### config.mk
export PLATFORM = sky130hd
export DESIGN_NAME = alu_muldiv_seq
export DESIGN_NICKNAME = d
export VERILOG_FILES = /design/src/rtl/alu_muldiv_seq.sv
export SDC_FILE = /design/constraint.sdc
export NUM_CORES = 1
export LEC_CHECK = 0
export CAP_MARGIN = 10
export CORE_UTILIZATION = 35
export CTS_CLUSTER_DIAMETER = 30
export DETAILED_ROUTE_END_ITERATION = 12
export PLACE_DENSITY = 0.57
export SKIP_LAST_GASP = 1
export SYNTH_ARGS = -nofsm -noshare
export SYNTH_HDL_FRONTEND = slang
export SYNTH_SLANG_ARGS = --single-unit
### constraint.sdc
create_clock -name clk -period 2.2 [get_ports clk]
set_input_delay 0.22 -clock clk [delete_from_list [all_inputs] [get_ports clk]]
set_output_delay 0.22 -clock clk [all_outputs]
set_load 0.05 [all_outputs]
### src/rtl/alu_muldiv_seq.sv
// Multi-cycle 8x8 unsigned multiply / 8/8 unsigned divide sequencer that borrows the
// shared CPU ALU (ADD for shift-add multiply, SUB for restoring division).
module alu_muldiv_seq (
  input  logic       clk,
  input  logic       rst_n,
  input  logic       start,
  input  logic       mode,
  input  logic [7:0] opa,
  input  logic [7:0] opb,
  input  logic [7:0] cpu_flags,
  output logic       busy,
  output logic       done,
  output logic [7:0] res_hi,
  output logic [7:0] res_lo,
  output logic [7:0] res_flags,
  output logic [7:0] alu_a,
  output logic [7:0] alu_b,
  output logic [3:0] alu_op,
  output logic [7:0] alu_cpu_flags,
  input  logic [7:0] alu_c,
  input  logic [7:0] alu_flags
);

  typedef enum logic [2:0] {
    ST_IDLE  = 3'd0,
    ST_M_ADD = 3'd1,
    ST_M_SHF = 3'd2,
    ST_D_SHF = 3'd3,
    ST_D_SUB = 3'd4,
    ST_DONE  = 3'd5
  } state_t;

  localparam logic [3:0] OP_NOP = 4'b0000;
  localparam logic [3:0] OP_ADD = 4'b0110;
  localparam logic [3:0] OP_SUB = 4'b0111;

  function automatic logic [7:0] pack_flags(input logic sf, input logic zf,
                                            input logic [2:0] keep, input logic cf);
    return {2'b00, sf, zf, keep, cf};
  endfunction

  state_t     state_r, state_nxt_s;
  logic [2:0] cnt_r, cnt_nxt_s;
  // hi/lo double as remainder/quotient, opd as multiplicand/divisor, ext as carry/r8
  logic [7:0] hi_r, hi_nxt_s, lo_r, lo_nxt_s, opd_r, opd_nxt_s;
  logic       ext_r, ext_nxt_s, mode_r, mode_nxt_s, finish_s;
  logic [7:0] flg_r, flg_nxt_s;
  logic [7:0] res_hi_r, res_hi_nxt_s, res_lo_r, res_lo_nxt_s, res_flags_r, res_flags_nxt_s;
  logic       busy_r, busy_nxt_s, done_r, done_nxt_s;
  logic [7:0] alu_a_r, alu_a_nxt_s, alu_b_r, alu_b_nxt_s;
  logic [3:0] alu_op_r, alu_op_nxt_s;
  logic       unused_flags_s;

  assign unused_flags_s = ^alu_flags[7:1];

  // Next-state, datapath updates and next values of every registered output
  always_comb begin
    state_nxt_s     = state_r;
    cnt_nxt_s       = cnt_r;
    hi_nxt_s        = hi_r;
    lo_nxt_s        = lo_r;
    opd_nxt_s       = opd_r;
    ext_nxt_s       = ext_r;
    mode_nxt_s      = mode_r;
    flg_nxt_s       = flg_r;
    res_hi_nxt_s    = res_hi_r;
    res_lo_nxt_s    = res_lo_r;
    res_flags_nxt_s = res_flags_r;
    finish_s        = 1'b0;
    case (state_r)
      ST_IDLE: begin
        if (start) begin
          mode_nxt_s = mode;
          flg_nxt_s  = cpu_flags;
          cnt_nxt_s  = 3'd0;
          hi_nxt_s   = 8'h00;
          ext_nxt_s  = 1'b0;
          if (!mode) begin
            lo_nxt_s    = opb;
            opd_nxt_s   = opa;
            state_nxt_s = ST_M_ADD;
          end else if (opb != 8'h00) begin
            lo_nxt_s    = opa;
            opd_nxt_s   = opb;
            state_nxt_s = ST_D_SHF;
          end else begin
            res_hi_nxt_s    = opa;
            res_lo_nxt_s    = 8'hFF;
            res_flags_nxt_s = pack_flags(1'b1, 1'b0, cpu_flags[3:1], 1'b1);
            state_nxt_s     = ST_DONE;
          end
        end else begin
          state_nxt_s = ST_IDLE;
        end
      end
      ST_M_ADD: begin
        if (lo_r[0]) begin
          {ext_nxt_s, hi_nxt_s} = {alu_flags[0], alu_c};
        end else begin
          ext_nxt_s = 1'b0;
        end
        state_nxt_s = ST_M_SHF;
      end
      ST_M_SHF: begin
        hi_nxt_s = {ext_r, hi_r[7:1]};
        lo_nxt_s = {hi_r[0], lo_r[7:1]};
        if (cnt_r == 3'd7) begin
          finish_s    = 1'b1;
          state_nxt_s = ST_DONE;
        end else begin
          cnt_nxt_s   = cnt_r + 3'd1;
          state_nxt_s = ST_M_ADD;
        end
      end
      ST_D_SHF: begin
        {ext_nxt_s, hi_nxt_s, lo_nxt_s} = {hi_r, lo_r, 1'b0};
        state_nxt_s = ST_D_SUB;
      end
      ST_D_SUB: begin
        // a set r8 means the shifted remainder already exceeds any 8-bit divisor
        if (ext_r || !alu_flags[0]) begin
          hi_nxt_s    = alu_c;
          lo_nxt_s[0] = 1'b1;
        end else begin
          hi_nxt_s = hi_r;
        end
        ext_nxt_s = 1'b0;
        if (cnt_r == 3'd7) begin
          finish_s    = 1'b1;
          state_nxt_s = ST_DONE;
        end else begin
          cnt_nxt_s   = cnt_r + 3'd1;
          state_nxt_s = ST_D_SHF;
        end
      end
      ST_DONE: state_nxt_s = ST_IDLE;
      default: state_nxt_s = ST_IDLE;
    endcase

    if (finish_s) begin
      res_hi_nxt_s = hi_nxt_s;
      res_lo_nxt_s = lo_nxt_s;
      if (mode_r) begin
        res_flags_nxt_s = pack_flags(lo_nxt_s[7], lo_nxt_s == 8'h00, flg_r[3:1], 1'b0);
      end else begin
        res_flags_nxt_s = pack_flags(hi_nxt_s[7], {hi_nxt_s, lo_nxt_s} == 16'h0000,
                                     flg_r[3:1], hi_nxt_s != 8'h00);
      end
    end else begin
      res_hi_nxt_s = res_hi_nxt_s;
    end

    busy_nxt_s = (state_nxt_s != ST_IDLE);
    done_nxt_s = (state_nxt_s == ST_DONE);
    // ALU drive follows the state being entered so it is valid for that whole cycle
    if (state_nxt_s == ST_M_ADD) begin
      alu_a_nxt_s  = hi_nxt_s;
      alu_b_nxt_s  = opd_nxt_s;
      alu_op_nxt_s = OP_ADD;
    end else if (state_nxt_s == ST_D_SUB) begin
      alu_a_nxt_s  = hi_nxt_s;
      alu_b_nxt_s  = opd_nxt_s;
      alu_op_nxt_s = OP_SUB;
    end else begin
      alu_a_nxt_s  = 8'h00;
      alu_b_nxt_s  = 8'h00;
      alu_op_nxt_s = OP_NOP;
    end
  end

  // State, datapath and output registers
  always_ff @(posedge clk or negedge rst_n) begin
    if (!rst_n) begin
      state_r     <= ST_IDLE;
      cnt_r       <= 3'd0;
      hi_r        <= 8'h00;
      lo_r        <= 8'h00;
      opd_r       <= 8'h00;
      ext_r       <= 1'b0;
      mode_r      <= 1'b0;
      flg_r       <= 8'h00;
      res_hi_r    <= 8'h00;
      res_lo_r    <= 8'h00;
      res_flags_r <= 8'h00;
      busy_r      <= 1'b0;
      done_r      <= 1'b0;
      alu_a_r     <= 8'h00;
      alu_b_r     <= 8'h00;
      alu_op_r    <= OP_NOP;
    end else begin
      state_r     <= state_nxt_s;
      cnt_r       <= cnt_nxt_s;
      hi_r        <= hi_nxt_s;
      lo_r        <= lo_nxt_s;
      opd_r       <= opd_nxt_s;
      ext_r       <= ext_nxt_s;
      mode_r      <= mode_nxt_s;
      flg_r       <= flg_nxt_s;
      res_hi_r    <= res_hi_nxt_s;
      res_lo_r    <= res_lo_nxt_s;
      res_flags_r <= res_flags_nxt_s;
      busy_r      <= busy_nxt_s;
      done_r      <= done_nxt_s;
      alu_a_r     <= alu_a_nxt_s;
      alu_b_r     <= alu_b_nxt_s;
      alu_op_r    <= alu_op_nxt_s;
    end
  end

  assign busy          = busy_r;
  assign done          = done_r;
  assign res_hi        = res_hi_r;
  assign res_lo        = res_lo_r;
  assign res_flags     = res_flags_r;
  assign alu_a         = alu_a_r;
  assign alu_b         = alu_b_r;
  assign alu_op        = alu_op_r;
  assign alu_cpu_flags = flg_r;

endmodule

==> flow_summary.yaml <==
timing:
  finalCritPeriodShare: 0.979
  period_needed_ns: 2.15
  fin_skew_ns: 0.00595
  slew_viol_final: 0
  fmax_ghz: 0.465
  tightest_slew_ns: 0.605
  rsz0062_at_grt: "yes"
  hold_violations: 0
  final-setup-viol-count: 0
  slew_headroom: 0.596
  finalSetupTns_ns: 0
setup_path:
  cp.arrival_ns: 2.36
  critPathCaptureType: "flip-flop"
  worstSetupPathType: "flip-flop to flip-flop"
  reg2regPathDepth: 7
  crit_fanout: 8
  cp-start-kind: "flip-flop"
  required_ns: 2.40
synth:
  ys_seq_area_frac: 0.504
  synth.distinct_cells: 61
  synth_warnings: 0
  ys_async_sr_fraction: 1.00
  yosys-top-cells-count: "82 x dfrtp_1, 57 x nand2_1, 31 x mux2i_1"
  ys_dominant_reg_cell: "dfrtp_1"
  synth_area_leaders: "dfrtp_1 50%, mux2i_1 7.6%, nand2_1 5.3%, a22oi_1 2.6%, o21ai_0 2.2%"
  synth_most_common_cell: "dfrtp_1"
  synth_edf_count: 0
  syn_area_per_cell_um2: 10.5
  synth_cells: 386
  yosysTopAreaCell: "dfrtp_1"
  syn-cell-area_um2: 4070
  synth_top_area_share: 0.504
  ys_ff_latch: 82
min_path:
  hold_class: "input port to asynchronous set/reset pin"
routing:
  wl_per_cell_um: 17.1
  remaining_drc_errors: 0
  wirelength_um: 11500
  drtAntennaViolNets: 0
  first_pass_iters: 4
  first_iter_violations: 183
  via_per_inst: 5.12
  vias: 3437
global_route:
  grt_max_degree: 51
  grt_pass1_vias: 3413
  gr-total-overflow: 0
  antenna_found_initial: 0
  track_usage: 0.201
  grt_pass1_wl_um: 18100
floorplanning:
  floorplan.initialDensity: 0.358
  core_um2: 11400
  io_pins: 98
  die_y_um: 110
  dieArea_um2: 12100
  die_w_um: 110
  row_count: 39
cts:
  cts_buffer_depth: 2
  cts_max_level: 3
  cts_buffers: 9
  cts_tree: "built"
  path_clk_slew_ns: 0.06
  clk_latency_ns: 0.33
  cts_root_buf: "clkbuf_16"
  cts_sinks: 82
  postCtsSetupBuffers: 0
power:
  cellPowerDensity_nw_per_um2: 1400
  power_w: 0.00816
  vdd_drop_max_uv: 733
  p_leak_nw: 2.75
finish:
  syn_to_final_growth_pct: 42.9
  finalNetCount: 569
  diodes: 0
  final_area_um2: 5810
  final_cell_count_no_fill: 671
  fillers: 1050
  post-route-util: 0.511
  regArea_um2: 2050
  multi_input_comb_area_um2: 1820
  drive_gt1_frac: 0.222
placement:
  dp_cells: 654
  post_dp_cell_area_um2: 5450
  dpl.hpwl_um: 8530
  io_buffers: 87
  routabilityCongestion: 0.882
run:
  maxCapViolCount: 0
run_status:
  status: "completed"
[power breakdown]
| part | internal [W] | total (W) | leakage [nW] | switching, W |
|---|---|---|---|---|
| Sequential | 0.00199 | 0.00239 | 1.07 | 0.000398 |
| Clock | 0.000838 | 0.00145 | 0.140 | 0.000616 |
| Combinational | 0.00184 | 0.00432 | 1.54 | 0.00247 |
[cells by family after synthesis]
family	count (synthesis)	share of synthesized area
simple gates	117	0.147
other cells	1	0.000922
mux	39	0.100
fa+ha+maj	2	0.00615
buf+inv	49	0.0621
flops	82	0.504
compound gates	96	0.179
[flip-flops by register name, indices dropped and copies added (netlist names)]
register / flops
lo_r: 8
ext_r: 1
alu_op: 2
state_r: 3
alu_a: 8
busy: 1
res_hi: 8
mode_r: 1
res_lo: 8
alu_cpu_flags: 8
done: 1
hi_r: 8
alu_b: 8
cnt_r: 3
res_flags: 6
opd_r: 8
[metrics by stage]
step	setup slack, ns	hold slack [ns]
finish	0.0472	0.372
global route	-0.0125	0.416
CTS	0.00114	0.391
detailed placement	-0.109	0.199
global placement	-0.105	0.191
floorplan	0.293	-0.0756
[routing by layer]
layer	share of wire	global-route usage	vias to the layer above
met5	0	0	-
met4	0.012	0.0571	0
met3	0.041	0.0409	11
met2	0.48	0.327	98
met1	0.46	0.270	1685
li1	-	-	1643
[path summary, 6_finish.rpt]
| path | startpoint | endpoint | slack (ns) |
|---|---|---|---|
| max in group asynchronous | rst_n | lo_r[4] | 1.20 |
| min reg2reg | alu_cpu_flags[4] | alu_cpu_flags[4] | 0.48 |
| max | state_r[0] | res_flags[4] | 0.05 |
| min | rst_n | hi_r[5] | 0.37 |
| min in group clk | cpu_flags[7] | alu_cpu_flags[7] | 0.42 |
| max reg2reg | state_r[0] | res_flags[4] | 0.05 |
[layout make-up]
class / instances / area share
clock buffers: 12 / 0.0441
multi-input cells: 257 / 0.313
well taps: 143 / 0.0308
inverters: 22 / 0.0142
clock inverters: 4 / 0.00581
repair buffers: 151 / 0.238
flip-flops and latches: 82 / 0.353
[worst max-delay path, stage by stage, from the launching register on]
cell,delay (ns)
dfrtp_2,0.47
or3b_4,0.42
o311ai_4,0.22
buf_4,0.23
a221oi_2,0.09
and4_1,0.24
a21oi_2,0.24
o31ai_1,0.11
[placed cells by master, fill, tap and decap left out, types with 3 or more instances in the layout]
cell type / synthesis / final
a21oi_1: 11 / 11
a221oi_2: 1 / 8
a222oi_1: 4 / 4
a22o_1: 4 / 4
a22oi_1: 14 / 14
a31oi_1: 4 / 4
and2_1: 9 / 9
buf_4: 7 / 60
clkbuf_16: 0 / 9
clkdlybuf4s50_1: 0 / 86
conb_1: 1 / 3
dfrtp_1: 82 / 80
inv_1: 20 / 20
mux2_2: 4 / 4
mux2i_1: 31 / 31
nand2_1: 57 / 57
nand2b_1: 3 / 3
nand4_1: 3 / 3
nor2_1: 19 / 19
nor2b_1: 4 / 4
o21a_1: 4 / 4
o21ai_0: 18 / 17
o22a_1: 4 / 4
o22ai_1: 8 / 8
[what timing repair did]
action                     4_1_cts  5_1_grt
resized for setup                3       11
hold endpoints to repair        32        0
setup endpoints to repair        1        9
hold buffers                     1        0
Power figures use the tool's default switching activity.
